--- config.mk ---
export PLATFORM = sky130hd
export DESIGN_NAME = mem_sram_arbiter
export DESIGN_NICKNAME = d
export VERILOG_FILES = /design/src/rtl/mem_sram_arb_pkg.sv /design/src/rtl/mem_sram_arb_rsp.sv /design/src/rtl/mem_sram_arbiter.sv
export SDC_FILE = /design/constraint.sdc
export NUM_CORES = 1
export LEC_CHECK = 0
export CORE_AREA = 2 2 147 149
export CTS_BUF_LIST = sky130_fd_sc_hd__clkbuf_8
export CTS_CLUSTER_SIZE = 25
export DETAILED_ROUTE_END_ITERATION = 16
export DIE_AREA = 0 0 149 151
export PLACE_DENSITY = 0.91
export RECOVER_POWER = 25
export SLEW_MARGIN = 10
export SYNTH_ARGS = -nofsm -noshare
export SYNTH_HDL_FRONTEND = slang
export SYNTH_SLANG_ARGS = --single-unit
--- constraint.sdc ---
create_clock -name g_clk -period 13.8 [get_ports g_clk]
set_input_delay 2.07 -clock g_clk [delete_from_list [all_inputs] [get_ports g_clk]]
set_output_delay 2.07 -clock g_clk [all_outputs]
set_load 0.05 [all_outputs]
--- src/rtl/mem_sram_arb_pkg.sv ---
// Shared definitions for the two-port SRAM arbiter (mem_sram_arbiter).
// Build option: define MEM_SRAM_ARB_RR_EN for round-robin arbitration.
// It is off by default, which gives fixed priority with dmem over imem.
package mem_sram_arb_pkg;

    // Port indices. They are also the encoding of the round-robin "last granted" pointer.
    localparam logic ARB_PORT_IMEM = 1'b0;
    localparam logic ARB_PORT_DMEM = 1'b1;

    // Returns true when a port wins a two-way contention, given the last-granted port.
    function automatic logic arb_rr_wins(input logic port, input logic last_gnt);
        return (port != last_gnt);
    endfunction

endpackage

--- src/rtl/mem_sram_arb_rsp.sv ---
// Response tracker for one arbiter port: in-flight flag, stall hold register,
// rvalid/rdata muxing and the "blocked" indication used by arbitration.
module mem_sram_arb_rsp
    import mem_sram_arb_pkg::*;
#(
    parameter int WIDTH = 64
) (
    input  logic             i_clk,
    input  logic             i_rst,
    input  logic             i_gnt,
    input  logic             i_rready,
    input  logic [WIDTH-1:0] i_sram_rdata,
    output logic             o_rvalid,
    output logic [WIDTH-1:0] o_rdata,
    output logic             o_blocked
);

    logic             r_inflight;
    logic             r_held;
    logic [WIDTH-1:0] r_hold_data;

    // The SRAM answers exactly one cycle after a grant.
    always_ff @(posedge i_clk or posedge i_rst) begin
        if (i_rst) begin
            r_inflight <= 1'b0;
        end else begin
            r_inflight <= i_gnt;
        end
    end

    // Capture a stalled SRAM response. SRAM reads done for the other port cannot overwrite it.
    always_ff @(posedge i_clk or posedge i_rst) begin
        if (i_rst) begin
            r_held      <= 1'b0;
            r_hold_data <= '0;
        end else if (r_inflight && !i_rready) begin
            r_held      <= 1'b1;
            r_hold_data <= i_sram_rdata;
        end else if (r_held && i_rready) begin
            r_held      <= 1'b0;
        end
    end

    assign o_rvalid  = r_inflight | r_held;
    assign o_rdata   = r_held ? r_hold_data : i_sram_rdata;
    assign o_blocked = o_rvalid & ~i_rready;

endmodule

--- src/rtl/mem_sram_arbiter.sv ---
// Two-requester arbiter and sequencer for a single-ported SRAM with a one-cycle read latency.
// Build option: MEM_SRAM_ARB_RR_EN selects round-robin arbitration. By default it is
// undefined and dmem has fixed priority over imem.
//
// Handshakes:
//  - req/gnt: the requester holds req, addr, strb and wdata stable until gnt. gnt is
//    combinational and means the SRAM access happens in this cycle.
//  - rvalid/rready: the response is transferred in a cycle where both are high. While
//    rvalid && !rready the port is blocked and is not granted. When rready accepts the
//    response, the same port may be granted again in that same cycle, so a combinational
//    path runs from rready to gnt.
module mem_sram_arbiter
    import mem_sram_arb_pkg::*;
#(
    parameter  int WIDTH = 64,
    parameter  int DEPTH = 1024,
    localparam int AW    = $clog2(DEPTH),
    localparam int SW    = WIDTH / 8
) (
    input  logic             g_clk,
    input  logic             g_reset,
    input  logic             imem_req,
    output logic             imem_gnt,
    input  logic [AW-1:0]    imem_addr,
    output logic             imem_rvalid,
    input  logic             imem_rready,
    output logic [WIDTH-1:0] imem_rdata,
    input  logic             dmem_req,
    output logic             dmem_gnt,
    input  logic [AW-1:0]    dmem_addr,
    input  logic [SW-1:0]    dmem_strb,
    input  logic [WIDTH-1:0] dmem_wdata,
    output logic             dmem_rvalid,
    input  logic             dmem_rready,
    output logic [WIDTH-1:0] dmem_rdata,
    output logic             sram_cen,
    output logic [SW-1:0]    sram_wstrb,
    output logic [AW-1:0]    sram_addr,
    output logic [WIDTH-1:0] sram_wdata,
    input  logic [WIDTH-1:0] sram_rdata
);

    logic             w_imem_blocked;
    logic             w_dmem_blocked;
    logic             w_imem_elig;
    logic             w_dmem_elig;
    logic             w_dmem_wins;
    logic             w_imem_gnt;
    logic             w_dmem_gnt;
    logic [AW-1:0]    r_addr_last;
    logic [WIDTH-1:0] r_wdata_last;

    assign w_imem_elig = imem_req & ~w_imem_blocked;
    assign w_dmem_elig = dmem_req & ~w_dmem_blocked;

`ifdef MEM_SRAM_ARB_RR_EN
    logic r_last_gnt;

    // Remember the last-granted port. Reset points at imem so that dmem wins the first contention.
    always_ff @(posedge g_clk or posedge g_reset) begin
        if (g_reset) begin
            r_last_gnt <= ARB_PORT_IMEM;
        end else if (w_dmem_gnt) begin
            r_last_gnt <= ARB_PORT_DMEM;
        end else if (w_imem_gnt) begin
            r_last_gnt <= ARB_PORT_IMEM;
        end
    end

    assign w_dmem_wins = arb_rr_wins(ARB_PORT_DMEM, r_last_gnt);
`else
    assign w_dmem_wins = 1'b1;
`endif

    // Pick at most one eligible port. Nothing is granted while reset is asserted.
    always_comb begin
        w_imem_gnt = 1'b0;
        w_dmem_gnt = 1'b0;
        if (!g_reset) begin
            if (w_imem_elig && w_dmem_elig) begin
                w_dmem_gnt = w_dmem_wins;
                w_imem_gnt = ~w_dmem_wins;
            end else begin
                w_imem_gnt = w_imem_elig;
                w_dmem_gnt = w_dmem_elig;
            end
        end
    end

    assign imem_gnt = w_imem_gnt;
    assign dmem_gnt = w_dmem_gnt;
    assign sram_cen = w_imem_gnt | w_dmem_gnt;

    // Keep the last address and write data so that idle cycles do not toggle the SRAM bus.
    always_ff @(posedge g_clk or posedge g_reset) begin
        if (g_reset) begin
            r_addr_last  <= '0;
            r_wdata_last <= '0;
        end else if (w_dmem_gnt) begin
            r_addr_last  <= dmem_addr;
            r_wdata_last <= dmem_wdata;
        end else if (w_imem_gnt) begin
            r_addr_last  <= imem_addr;
        end
    end

    // Route the granted port onto the SRAM. imem never writes.
    always_comb begin
        sram_addr  = r_addr_last;
        sram_wdata = r_wdata_last;
        sram_wstrb = '0;
        if (w_dmem_gnt) begin
            sram_addr  = dmem_addr;
            sram_wdata = dmem_wdata;
            sram_wstrb = dmem_strb;
        end else if (w_imem_gnt) begin
            sram_addr  = imem_addr;
        end
    end

    mem_sram_arb_rsp #(.WIDTH(WIDTH)) u_imem_rsp (
        .i_clk        (g_clk),
        .i_rst        (g_reset),
        .i_gnt        (w_imem_gnt),
        .i_rready     (imem_rready),
        .i_sram_rdata (sram_rdata),
        .o_rvalid     (imem_rvalid),
        .o_rdata      (imem_rdata),
        .o_blocked    (w_imem_blocked)
    );

    mem_sram_arb_rsp #(.WIDTH(WIDTH)) u_dmem_rsp (
        .i_clk        (g_clk),
        .i_rst        (g_reset),
        .i_gnt        (w_dmem_gnt),
        .i_rready     (dmem_rready),
        .i_sram_rdata (sram_rdata),
        .o_rvalid     (dmem_rvalid),
        .o_rdata      (dmem_rdata),
        .o_blocked    (w_dmem_blocked)
    );

endmodule

=== Word level (Yosys, flattened, before mapping) ===
Cells that the tools add are included.
W data, S select, Z words.

* Register bits: 206
* Input bits: 162
* Output and inout port bits: 215
* Word-level logic and storage cells: 42

* Muxes and demuxes: 14
* Bitwise gates (word level): 11
* Reductions and logical operators: 9

{| class="wikitable"
|+ Operators by type and width
! operator !! count
|-
| $mux W64 || 3
|-
| $mux W10 || 2
|-
| $mux W1 || 8
|-
| $mux W8 || 1
|-
| $logic_and A1 B1 Y1 || 5
|-
| $and A1 B1 Y1 || 4
|-
| $not A1 Y1 || 4
|-
| $reduce_bool A2 Y1 || 2
|-
| $or A1 B1 Y1 || 3
|-
| $logic_not A1 Y1 || 2
|}

=== Depth between registers and ports, before layout ===
Gate-level depths: netlist of the first run.

* Depth in word-level cells: 9
* Gate-level depth with buffers: 6
* Gate-level depth less buffers: 3

=== Hierarchy ===
A second synthesis of the first run with hierarchy kept.

* Cell total of the unflattened synthesis: 610
* Area, all modules: 10,023.4 µm²

{| class="wikitable"
|+ By module, submodules not included
! module !! times used !! cells an instance !! area an instance (µm²) !! sequential area each (µm²)
|-
| mem_sram_arb_rsp || 2 || 213 || 3,547.2 || 1,651.6
|-
| mem_sram_arbiter || 1 || 184 || 2,929.1 || 1,851.8
|}

=== Worst setup path before layout of the first run ===
OpenSTA, ideal clock, no wires.

* Path type: input-to-output
* Start point: input port imem_rready
* End point: output port sram_addr[0]
* Arrival time: 4,164 ps
* Required time: 11,730 ps
* Slack: 7,566 ps
* Cell stages on the path: 4
* Buffers on the path: 1
* Cells stage by stage: o21ba_2 a211oi_1 clkbuf_1 a222oi_1

* Longest elaborated chain between the ends: 9
* Elaborated cells between the ends (all ways): 11
* Classes of those cells: mux (6); bitwise (4); reduce/logical (1)

{| class="wikitable"
|+ Ends and longest elaborated chain
! item !! RTL line !! source
|-
| from (decl) || mem_sram_arbiter.sv:26 || <nowiki>input logic imem_rready,</nowiki>
|-
| $not A1 Y1 (*) || mem_sram_arb_rsp.sv:46 || <nowiki>assign o_blocked = o_rvalid & ~i_rready;</nowiki>
|-
| $and A1 B1 Y1 (*) || mem_sram_arb_rsp.sv:46 ||
|-
| $not A1 Y1 (*) || mem_sram_arbiter.sv:53 || <nowiki>assign w_imem_elig = imem_req & ~w_imem_blocked;</nowiki>
|-
| $and A1 B1 Y1 (*) || mem_sram_arbiter.sv:53 ||
|-
| $logic_and A1 B1 Y1 || mem_sram_arbiter.sv:80 || <nowiki>if (w_imem_elig && w_dmem_elig) begin</nowiki>
|-
| $mux W1 (*) || mem_sram_arbiter.sv:80 ||
|-
| $mux W1 (*) || mem_sram_arbiter.sv:79 || <nowiki>if (!g_reset) begin</nowiki>
|-
| via imem_gnt || mem_sram_arbiter.sv:23 || <nowiki>output logic imem_gnt,</nowiki>
|-
| $mux W10 (*) (2 in a row) || n/a ||
|-
| to (decl) || mem_sram_arbiter.sv:38 || <nowiki>output logic [AW-1:0] sram_addr,</nowiki>
|}

Mark *: on every way through the listed nets, which the timed path passes. The rest lies on a longest branch.

=== Final worst setup path of the first run ===
* Start point: input port dmem_rready
* End point: output port sram_wdata[5]

* Longest elaborated chain between the ends: 8

{| class="wikitable"
|+ Ends and longest elaborated chain
! item !! RTL line !! source
|-
| from (decl) || mem_sram_arbiter.sv:34 || <nowiki>input logic dmem_rready,</nowiki>
|-
| $not A1 Y1 (*) || mem_sram_arb_rsp.sv:46 ||
|-
| $and A1 B1 Y1 (*) || mem_sram_arb_rsp.sv:46 ||
|-
| $not A1 Y1 (*) || mem_sram_arbiter.sv:54 || <nowiki>assign w_dmem_elig = dmem_req & ~w_dmem_blocked;</nowiki>
|-
| $and A1 B1 Y1 (*) || mem_sram_arbiter.sv:54 ||
|-
| $logic_and A1 B1 Y1 || mem_sram_arbiter.sv:80 ||
|-
| $mux W1 (*) || mem_sram_arbiter.sv:80 ||
|-
| $mux W1 (*) || mem_sram_arbiter.sv:79 ||
|-
| $mux W64 (*) || n/a ||
|-
| to (decl) || mem_sram_arbiter.sv:39 || <nowiki>output logic [WIDTH-1:0] sram_wdata,</nowiki>
|}

Every way passes the cells marked *; elsewhere a longest branch is shown, timed or not.

==> results of run 1 <==
sequential cells by signal, summed over array words and instances (netlist names):
name	cells
r_addr_last	10
r_wdata_last	64
u_dmem_rsp.r_held	1
u_dmem_rsp.r_hold_data	64
u_dmem_rsp.r_inflight	1
u_imem_rsp.r_held	1
u_imem_rsp.r_hold_data	64
u_imem_rsp.r_inflight	1
layout make-up:
class,instances,area [sq um]
multi-input cells,349,3840
inverters,33,125
clock inverters,11,46.3
clock buffers,42,578
well taps,275,344
flip-flops and latches,206,5160
fillers,1514,6930
repair buffers,382,3800
final timing paths:
path | startpoint | to | slack [ns] | cells past startpoint
max | dmem_rready | sram_wdata[5] | 6.51 | 6
min | r_wdata_last[62] | r_wdata_last[62] | 0.50 | 1
max reg2reg | u_dmem_rsp.r_inflight | u_dmem_rsp.r_hold_data[49] | 10.06 | 3
min reg2reg | r_wdata_last[62] | r_wdata_last[62] | 0.50 | 1
max in group asynchronous | g_reset | u_dmem_rsp.r_held | 7.08 | 3
min in group asynchronous | g_reset | u_dmem_rsp.r_hold_data[4] | 3.87 | 2
layer usage:
layer / up-vias / share of wire [%]
met5: - / 0
met4: 0 / 2.9
met3: 48 / 7.5
met2: 283 / 53
met1: 3282 / 37
li1: 3003 / -
power by group through the flow:
stage | logic, uW | clock network [uW] | registers [uW]
after floorplan | 527 | 0 | 779
after global placement | 746 | 0 | 788
after detailed placement | 758 | 0 | 798
after CTS | 763 | 522 | 789
after global routing | 787 | 552 | 803
final | 756 | 505 | 791
logic make-up after synthesis:
family | share of synthesized area (%)
flops | 55.1
simple gates | 1.03
mux | 38.5
compound gates | 1.43
buf+inv | 3.84
through the flow:
step | worst slack [ns] | utilization (%) | instances | hold slack (ns) | area, sq um
2_1_floorplan | 6.11 | - | 628 | 0.474 | 9350
5_1_grt | 6.07 | 66.7 | 1298 | 0.510 | 13900
6_report | 6.51 | 66.7 | 1298 | 0.496 | 13900
3_3_place_gp | 6.57 | 63.8 | 1245 | 0.480 | 13300
4_1_cts | 6.54 | 66.8 | 1298 | 0.498 | 13900
3_5_place_dp | 6.54 | 63.8 | 1245 | 0.485 | 13300
cells in the final DEF (no fill, tap or decap):
| master | count |
|---|---|
| a211oi_2 | 1 |
| a222oi_1 | 10 |
| a2bb2oi_1 | 1 |
| and2_4 | 1 |
| and3_1 | 8 |
| buf_4 | 5 |
| clkbuf_1 | 1 |
| clkbuf_8 | 42 |
| clkdlybuf4s50_1 | 373 |
| clkinv_2 | 1 |
| clkinvlp_2 | 1 |
| clkinvlp_4 | 1 |
| dfrtp_1 | 204 |
| dfrtp_2 | 2 |
| dlygate4sd3_1 | 3 |
| inv_1 | 41 |
| mux2_2 | 320 |
| nand2b_1 | 2 |
| nor2b_1 | 2 |
| o21ba_1 | 1 |
| o21bai_1 | 1 |
| or2_2 | 2 |
critical path, cell delays in order:
cell,delay (ns)
dlygate4sd3_1,0.55
o21bai_1,0.11
clkbuf_1,0.40
and2_4,0.88
mux2_2,0.44
clkdlybuf4s50_1,0.74
==> results.py, run 1 <==
metrics = {
    "run_status": {
        "outcome": "finished, violations left",
        "violations": "max-capacitance violations, max-slew violations",
    },
    "yosys": {
        "synth-main-ff-cell": "dfrtp_1",
        "synth-edff-count": 0,
        "synthTopCellsByArea": "dfrtp_1, mux2_2, buf_2",
        "netlist_top_cells_count": "mux2_2, dfrtp_1, inv_1",
        "synth.most_common_cell": "mux2_2",
        "seq_area_frac_synth_pct": 55.1,
        "synth_top_area_share_pct": 55.1,
        "syn_inst": 628,
        "synthArstFlopShare_pct": 100,
        "syn_nets": 790,
        "syn-mean-instance-area_sq_um": 14.9,
        "yosys.cell_types.count": 16,
        "yosysTopAreaCell": "dfrtp_1",
        "syn_area_sq_mm": 0.00935,
        "synth_warnings": 0,
        "synth-seq-cells": 206,
    },
    "floorplanning": {
        "pin_count": 377,
        "fp.dieW_um": 149,
        "core_sq_mm": 0.0208,
        "initial_core_util_pct": 44.9,
        "rows": 53,
        "dieArea_sq_mm": 0.0225,
        "die_h_um": 151,
    },
    "routing": {
        "drtAntennaViolNets": 0,
        "vias": 6616,
        "drc": 0,
        "drt_wl_total_um": 27100,
        "drt_iter0_markers": 196,
        "wl_per_cell_um": 20.8,
        "viasPerCell": 5.10,
        "dr.pass1.iters": 4,
    },
    "grt": {
        "grt_util_met2_pct": 42.9,
        "grt_util_met3_pct": 7.14,
        "antenna_found_initial": 0,
        "grt_max_degree": 129,
        "grtUsageMet1_pct": 25.5,
        "grt_pass1_vias": 7207,
        "overflow": 0,
        "grt_usage_pct": 23.3,
        "top_usage_layer": "met2",
        "grt_pass1_wl_um": 40300,
    },
    "cts": {
        "clock_latency_ns": 0.51,
        "path_clk_slew_ns": 0.06,
        "clk_path_buf_depth": 3,
        "cts_setup_buffers": 0,
        "clock_sink_count": 206,
        "cts_tree": "yes",
        "cts_resized": 0,
        "h-tree-depth": 2,
        "cts_made_buffers": 37,
        "postCtsHoldBufs": 0,
        "cts_root_buffer": "clkbuf_8",
    },
    "place": {
        "place_hpwl_um": 18900,
        "gp_congestion": 0.784,
        "io_buffers": 376,
    },
    "pwr": {
        "intPower_uw": 1320,
        "switchingPower_uw": 732,
        "seqPwrFrac_pct": 38.6,
        "pwr-share-comb_pct": 36.8,
        "clkPwrFrac_pct": 24.6,
        "powerDensity_mw_per_mm2": 148,
        "power_uw": 2050,
        "p_leak_uw": 0.00581,
        "swShare_pct": 35.7,
        "ir_drop_mv": 0.132,
    },
    "worst_setup_path": {
        "endpoint_kind": "output port",
        "arrival_ns": 5.22,
        "worstPathRequired_ns": 11.73,
        "worstSetupPathType": "in2out",
        "critPathMaxFanout": 76,
        "cp-start-kind": "primary input",
    },
    "flow_run": {
        "maxCapViolations": 2,
    },
    "worst_hold_path": {
        "hold_path.class": "reg2reg",
    },
    "timing": {
        "rsz0062_at_grt": "false",
        "min_period_ns": 7.29,
        "hold_viol": 0,
        "worstMarginPinSlew_ns": 5.61,
        "slew-limit-headroom_pct": -276,
        "final.setup.tns_ns": 0,
        "timing.fmax_ghz": 0.137,
        "fin_worst_skew_ns": 0.0207,
        "setup_violations": 0,
        "drv_slew": 157,
        "fin_crit_sh_pct": 52.8,
    },
    "finish": {
        "fin_nets": 1171,
        "syn2layout_area_growth_pct": 48.6,
        "drive_gt1_share_pct": 36.8,
        "n_antenna_cell": 0,
    },
}
Note: power is estimated with default switching activity, not from simulation.
==> run 2, diff against run 1 <==
--- a/config.mk
+++ b/config.mk
@@ -5,11 +5,11 @@
 export SDC_FILE = /design/constraint.sdc
 export NUM_CORES = 1
 export LEC_CHECK = 0
-export CORE_AREA = 2 2 147 149
+export CORE_ASPECT_RATIO = 0.9
+export CORE_UTILIZATION = 45
 export CTS_BUF_LIST = sky130_fd_sc_hd__clkbuf_8
 export CTS_CLUSTER_SIZE = 25
 export DETAILED_ROUTE_END_ITERATION = 16
-export DIE_AREA = 0 0 149 151
 export PLACE_DENSITY = 0.91
 export RECOVER_POWER = 25
 export SLEW_MARGIN = 10
==> constraint.sdc (replaced) <==
create_clock -name g_clk -period 6.72 [get_ports g_clk]
set_input_delay 1.008 -clock g_clk [delete_from_list [all_inputs] [get_ports g_clk]]
set_output_delay 1.008 -clock g_clk [all_outputs]
set_load 0.05 [all_outputs]
==> run 2 against run 1 <==
  * The run still ends with max-capacitance violations, max-slew violations left
  * Combinational power increased by 110%
  * Non-clock buffer count unchanged
  * Hold slack barely moved
  * Clock skew down 0.0075 ns
  * Via count up 0.70%
  * Die area is 5.1% lower
  * Global-route usage rose by 1.7 points
  * Total power is 110% higher
  * Wire length shrank 2.4%
  * Largest cell class unchanged
  * Sequential share of layout area decreased by 0.19 points
==> results.py, run 2 (same netlist as run 1, synthesis figures left out) <==
metrics = {
    "routing": {
        "drtAntennaViolNets": 0,
        "drt_iter0_markers": 251,
        "viasPerCell": 5.17,
        "wl_per_cell_um": 20.5,
        "drc": 0,
        "dr.pass1.iters": 5,
        "drt_wl_total_um": 26400,
        "vias": 6662,
    },
    "finish": {
        "largestRegisters": "r_wdata_last (64), u_dmem_rsp.r_hold_data (64), u_imem_rsp.r_hold_data (64)",
        "final_common_cell": "clkdlybuf4s50_1",
        "drive_gt1_share_pct": 36.8,
        "nFillCells": 1364,
        "syn2layout_area_growth_pct": 49.4,
        "fin_nets": 1171,
        "n_antenna_cell": 0,
        "final_cell_mix": "clkdlybuf4s50_1, mux2_2, dfrtp_1, inv_1, clkbuf_8",
        "finalInstanceArea_sq_mm": 0.0140,
    },
    "worst_setup_path": {
        "setup.worst_path.end": "sram_wdata[27]",
        "worstSetupPathType": "in2out",
        "r2r_setup_slack_ns": 3.03,
        "crit_family": "simple AND/OR/NAND/NOR gates",
        "crit_start": "g_reset",
        "r2r_cells": 3,
        "r2r-end": "u_dmem_rsp.r_hold_data[59]",
        "crit_slowest_cell": "and2_4",
        "crit_buf_inv": 2,
        "critPathMaxFanout": 76,
        "cpPeakStageDelay_ns": 0.88,
        "r2r_start": "u_dmem_rsp.r_inflight",
        "endpoint_kind": "output port",
        "cp-start-kind": "primary input",
        "path_cells": "dlygate4sd3_1, nor2b_1, and2_4, mux2_2, clkdlybuf4s50_1",
        "arrival_ns": 4.13,
        "cp.depth": 5,
        "worstPathRequired_ns": 5.71,
    },
    "timing": {
        "fin_worst_skew_ns": 0.0132,
        "setup_violations": 0,
        "timing.fmax_ghz": 0.195,
        "rsz0062_at_grt": "false",
        "worstMarginPinSlew_ns": 4.10,
        "fin_crit_sh_pct": 76.4,
        "fin_hold_ws_ns": 0.496,
        "final.setup.tns_ns": 0,
        "hold_viol": 0,
        "min_period_ns": 5.13,
        "drv_slew": 183,
        "slew-limit-headroom_pct": -175,
    },
    "pwr": {
        "pwr-share-comb_pct": 35.9,
        "clkPwrFrac_pct": 26.5,
        "swShare_pct": 35.0,
        "power_uw": 4320,
        "intPower_uw": 2810,
        "powerDensity_mw_per_mm2": 309,
        "switchingPower_uw": 1510,
        "p_leak_uw": 0.00589,
        "ir_drop_mv": 0.206,
        "seqPwrFrac_pct": 37.5,
    },
    "cts": {
        "clock_latency_ns": 0.50,
        "clock_sink_count": 206,
        "postCtsHoldBufs": 0,
        "cts_tree": "yes",
        "cts_setup_buffers": 0,
        "cts_made_buffers": 37,
        "cts_resized": 0,
        "h-tree-depth": 2,
        "cts_root_buffer": "clkbuf_8",
        "path_clk_slew_ns": 0.05,
        "clk_path_buf_depth": 3,
    },
    "floorplanning": {
        "initial_core_util_pct": 46.3,
        "fp.dieW_um": 154,
        "pin_count": 377,
        "core_sq_mm": 0.0202,
        "rows": 49,
        "die_h_um": 139,
        "dieArea_sq_mm": 0.0214,
    },
    "grt": {
        "grt_pass1_vias": 7473,
        "grt_usage_pct": 25.0,
        "overflow": 0,
        "grt_pass1_wl_um": 41600,
        "grt_max_degree": 90,
        "antenna_found_initial": 1,
    },
    "run_status": {
        "violations": "max-capacitance violations, max-slew violations",
        "outcome": "finished, violations left",
    },
    "place": {
        "place_hpwl_um": 18100,
        "io_buffers": 376,
        "gp_congestion": 0.816,
        "place_area_sq_mm": 0.0133,
    },
    "worst_hold_path": {
        "hold_path.class": "reg2reg",
    },
    "flow_run": {
        "maxCapViolations": 3,
    },
}
==> run 2: metal layers <==
metal  up-vias  track usage, %  share of wire [%]
met5         -               0                  0
met4         0            10.4                3.4
met3        66            8.22                8.2
met2       280            42.1                 49
met1      3304            29.3                 39
li1       3012               -                  -
==> run 2: worst min path at each step <==
stage / depth (start not counted) / slack (ns) / startpoint / endpoint
2_1_floorplan: 1 / 0.47 / u_imem_rsp.r_hold_data[0] / u_imem_rsp.r_hold_data[0]
3_3_place_gp: 1 / 0.48 / r_wdata_last[23] / r_wdata_last[23]
3_5_place_dp: 1 / 0.48 / r_wdata_last[57] / r_wdata_last[57]
4_1_cts: 1 / 0.50 / r_wdata_last[57] / r_wdata_last[57]
5_1_grt: 1 / 0.51 / r_wdata_last[57] / r_wdata_last[57]
6_report: 1 / 0.50 / r_wdata_last[43] / r_wdata_last[43]
==> run 2: layout make-up <==
cell class              count  area (sq um)  area share [%]
multi-input cells         349          3830            27.5
inverters                  33           125           0.896
repair buffers            382          3800            27.2
clock buffers              46           633            4.53
clock inverters            17          92.6           0.663
flip-flops and latches    206          5160            36.9
well taps                 255           319            2.28
==> run 2: power by group through the flow <==
stage / registers (uW) / logic (uW) / clock network, uW
after global routing: 1650 / 1620 / 1240
after floorplan: 1600 / 1080 / 0
final: 1620 / 1550 / 1150
after CTS: 1620 / 1560 / 1180
after detailed placement: 1640 / 1550 / 0
after global placement: 1620 / 1520 / 0
==> run 2: metrics by stage <==
stage,std cells,worst slack (ns),utilization [%]
6_report,1288,1.59,69.2
5_1_grt,1288,1.41,69.2
4_1_cts,1288,1.65,69.4
3_5_place_dp,1225,1.66,65.8
3_3_place_gp,1225,1.72,65.8
2_1_floorplan,628,0.0879,-
==> run 3, diff against run 2 <==
--- a/config.mk
+++ b/config.mk
@@ -6,11 +6,11 @@
 export NUM_CORES = 1
 export LEC_CHECK = 0
 export CORE_ASPECT_RATIO = 0.9
-export CORE_UTILIZATION = 45
+export CORE_UTILIZATION = 41
 export CTS_BUF_LIST = sky130_fd_sc_hd__clkbuf_8
 export CTS_CLUSTER_SIZE = 25
 export DETAILED_ROUTE_END_ITERATION = 16
-export PLACE_DENSITY = 0.91
+export PLACE_DENSITY = 0.88
 export RECOVER_POWER = 25
 export SLEW_MARGIN = 10
 export SYNTH_ARGS = -nofsm -noshare
==> constraint.sdc (replaced) <==
create_clock -name g_clk -period 4.35 [get_ports g_clk]
set_input_delay 0.6525 -clock g_clk [delete_from_list [all_inputs] [get_ports g_clk]]
set_output_delay 0.6525 -clock g_clk [all_outputs]
set_load 0.05 [all_outputs]
==> run 3 against run 2 <==
  * The run still ends with max-capacitance violations, max-slew violations left
  * Total power is 49% higher
  * Register-to-register slack worse by 1.3 ns
  * Clock skew shrank 0.0043 ns
  * Critical path depth rose by 2
  * Critical endpoint is now sram_addr[4]
  * Largest cell class unchanged
  * Largest power group unchanged
==> results.py, run 3 (same netlist as run 1, synthesis figures left out) <==
metrics = {
    "worst_setup_path": {
        "worstSetupPathType": "in2out",
        "crit_slowest_cell": "dlygate4sd3_1",
        "critPathMaxFanout": 12,
        "endpoint_kind": "output port",
        "worstPathRequired_ns": 3.70,
        "crit_top_cell": "clkbuf_1",
        "arrival_ns": 3.01,
        "cp-start-kind": "primary input",
        "crit_buf_inv": 4,
        "path_cells": "dlygate4sd3_1, o21bai_1, clkbuf_1, a211oi_1, clkbuf_1, a222oi_1, buf_4",
        "crit_family": "buffers and inverters",
        "cpPeakStageDelay_ns": 0.56,
    },
    "floorplanning": {
        "core_sq_mm": 0.0224,
        "rows": 52,
        "pin_count": 377,
        "fp.dieW_um": 161,
        "die_h_um": 145,
        "initial_core_util_pct": 41.6,
        "dieArea_sq_mm": 0.0234,
    },
    "run_status": {
        "violations": "max-capacitance violations, max-slew violations",
        "outcome": "finished, violations left",
    },
    "pwr": {
        "switchingPower_uw": 2300,
        "pwr-share-comb_pct": 36.4,
        "swShare_pct": 35.8,
        "clkPwrFrac_pct": 24.7,
        "ir_drop_mv": 0.375,
        "p_leak_uw": 0.00595,
        "intPower_uw": 4140,
        "seqPwrFrac_pct": 38.9,
        "powerDensity_mw_per_mm2": 465,
    },
    "finish": {
        "multiInputGateArea_sq_mm": 0.00384,
        "n_antenna_cell": 0,
        "largestRegisters": "r_wdata_last (64), u_dmem_rsp.r_hold_data (64), u_imem_rsp.r_hold_data (64)",
        "seq_area_sq_mm": 0.00516,
        "nFillCells": 1740,
        "final_cell_mix": "mux2_2, clkdlybuf4s50_1, dfrtp_1, buf_4, inv_1",
        "final_util_pct": 61.7,
        "fin_nets": 1179,
        "final_common_cell": "mux2_2",
        "syn2layout_area_growth_pct": 48.2,
        "drive_gt1_share_pct": 44.3,
    },
    "routing": {
        "drt_wl_total_um": 25100,
        "dr.pass1.iters": 6,
        "viasPerCell": 5.00,
        "drtAntennaViolNets": 0,
        "wl_per_cell_um": 18.9,
        "vias": 6660,
        "drt_iter0_markers": 353,
        "drc": 0,
    },
    "cts": {
        "clock_sink_count": 206,
        "clk_path_buf_depth": 3,
        "postCtsHoldBufs": 0,
        "cts_root_buffer": "clkbuf_8",
        "clock_latency_ns": 0.50,
        "cts_tree": "yes",
        "path_clk_slew_ns": 0.06,
        "cts_made_buffers": 36,
        "cts_resized": 0,
        "h-tree-depth": 2,
        "cts_setup_buffers": 0,
    },
    "timing": {
        "fin_hold_ws_ns": 0.494,
        "min_period_ns": 3.66,
        "rsz0062_at_grt": "false",
        "timing.fmax_ghz": 0.273,
        "slew-limit-headroom_pct": -36.1,
        "fin_crit_sh_pct": 84.1,
        "setup_violations": 0,
        "fin_worst_skew_ns": 0.00885,
        "worstMarginPinSlew_ns": 2.03,
        "drv_slew": 185,
        "final.setup.tns_ns": 0,
        "hold_viol": 0,
    },
    "grt": {
        "grt_pass1_wl_um": 39300,
        "grt_max_degree": 66,
        "grt_pass1_vias": 7174,
        "overflow": 0,
        "grt_usage_pct": 21.4,
        "antenna_found_initial": 0,
    },
    "flow_run": {
        "maxCapViolations": 4,
    },
    "place": {
        "place_hpwl_um": 17500,
        "gp_congestion": 0.804,
        "io_buffers": 376,
    },
    "worst_hold_path": {
        "hold_path.class": "reg2reg",
    },
}
==> run 3: cell count changes in the layout (fill, tap and decap cells not counted) <==
cell	before	now
buf_12	0	5
inv_1	46	45
dlygate4sd3_1	3	2
clkbuf_2	0	2
nand2b_4	0	1
clkbuf_8	46	41
clkdlybuf4s50_1	373	298
o21ba_2	0	1
buf_4	5	81
bufinv_16	1	0
clkbuf_1	1	3
o21ba_1	1	0
nand2b_1	2	1
==> run 3: layout make-up <==
| type | count | share of cell area (%) |
|---|---|---|
| Timing Repair Buffer | 391 | 26.9 |
| Clock buffer | 41 | 4.07 |
| Clock inverter | 15 | 0.425 |
| Sequential cell | 206 | 37.2 |
| Inverter | 33 | 0.903 |
| Multi-Input combinational cell | 349 | 27.7 |
| Tap cell | 297 | 2.68 |
==> run 3: worst paths after layout <==
check / depth (start not counted) / end / slack (ns) / from
worst max-delay path: 7 / sram_addr[4] / 0.69 / dmem_rready
worst min-delay path: 1 / r_wdata_last[42] / 0.49 / r_wdata_last[42]
worst max register to register: 3 / u_dmem_rsp.r_hold_data[39] / 1.77 / u_dmem_rsp.r_inflight
worst min register to register: 1 / r_wdata_last[42] / 0.49 / r_wdata_last[42]
max in group asynchronous: 3 / u_imem_rsp.r_hold_data[42] / 0.87 / g_reset
min in group asynchronous: 2 / u_imem_rsp.r_inflight / 1.19 / g_reset
==> run 3: per-layer routing <==
| metal | wire length, um | GRT usage, % | up-vias | share of wire (%) |
|---|---|---|---|---|
| li1 | - | - | 3030 | - |
| met1 | 9940 | 25.1 | 3306 | 40 |
| met2 | 12500 | 36.7 | 264 | 50 |
| met3 | 1880 | 6.17 | 60 | 7.5 |
| met4 | 799 | 8.30 | 0 | 3.2 |
| met5 | 0 | 0 | - | 0 |
==> run 3: worst register-to-register path, cell delays in order (launching register included) <==
cell and delay, ns:
dfrtp_1 0.40, nor2b_1 1.22, buf_12 0.39, mux2_2 0.45
==> run 3: power groups by stage <==
stage	Clock, uW	Sequential (uW)	Combinational [uW]
finish	1590	2510	2340
global route	1730	2550	2450
CTS	1650	2500	2370
detailed placement	0	2530	2360
global placement	0	2510	2320
floorplan	0	2470	1670
==> run 3: per-stage QoR <==
step | power, uW | setup slack (ns) | instance area (sq um) | std cells
after floorplan | 4140 | 0.951 | 9350 | 628
after global placement | 4830 | 0.750 | 13300 | 1276
after detailed placement | 4890 | 0.700 | 13300 | 1276
after CTS | 6520 | 0.698 | 13900 | 1332
after global routing | 6730 | 0.314 | 13900 | 1332
final | 6440 | 0.692 | 13900 | 1332
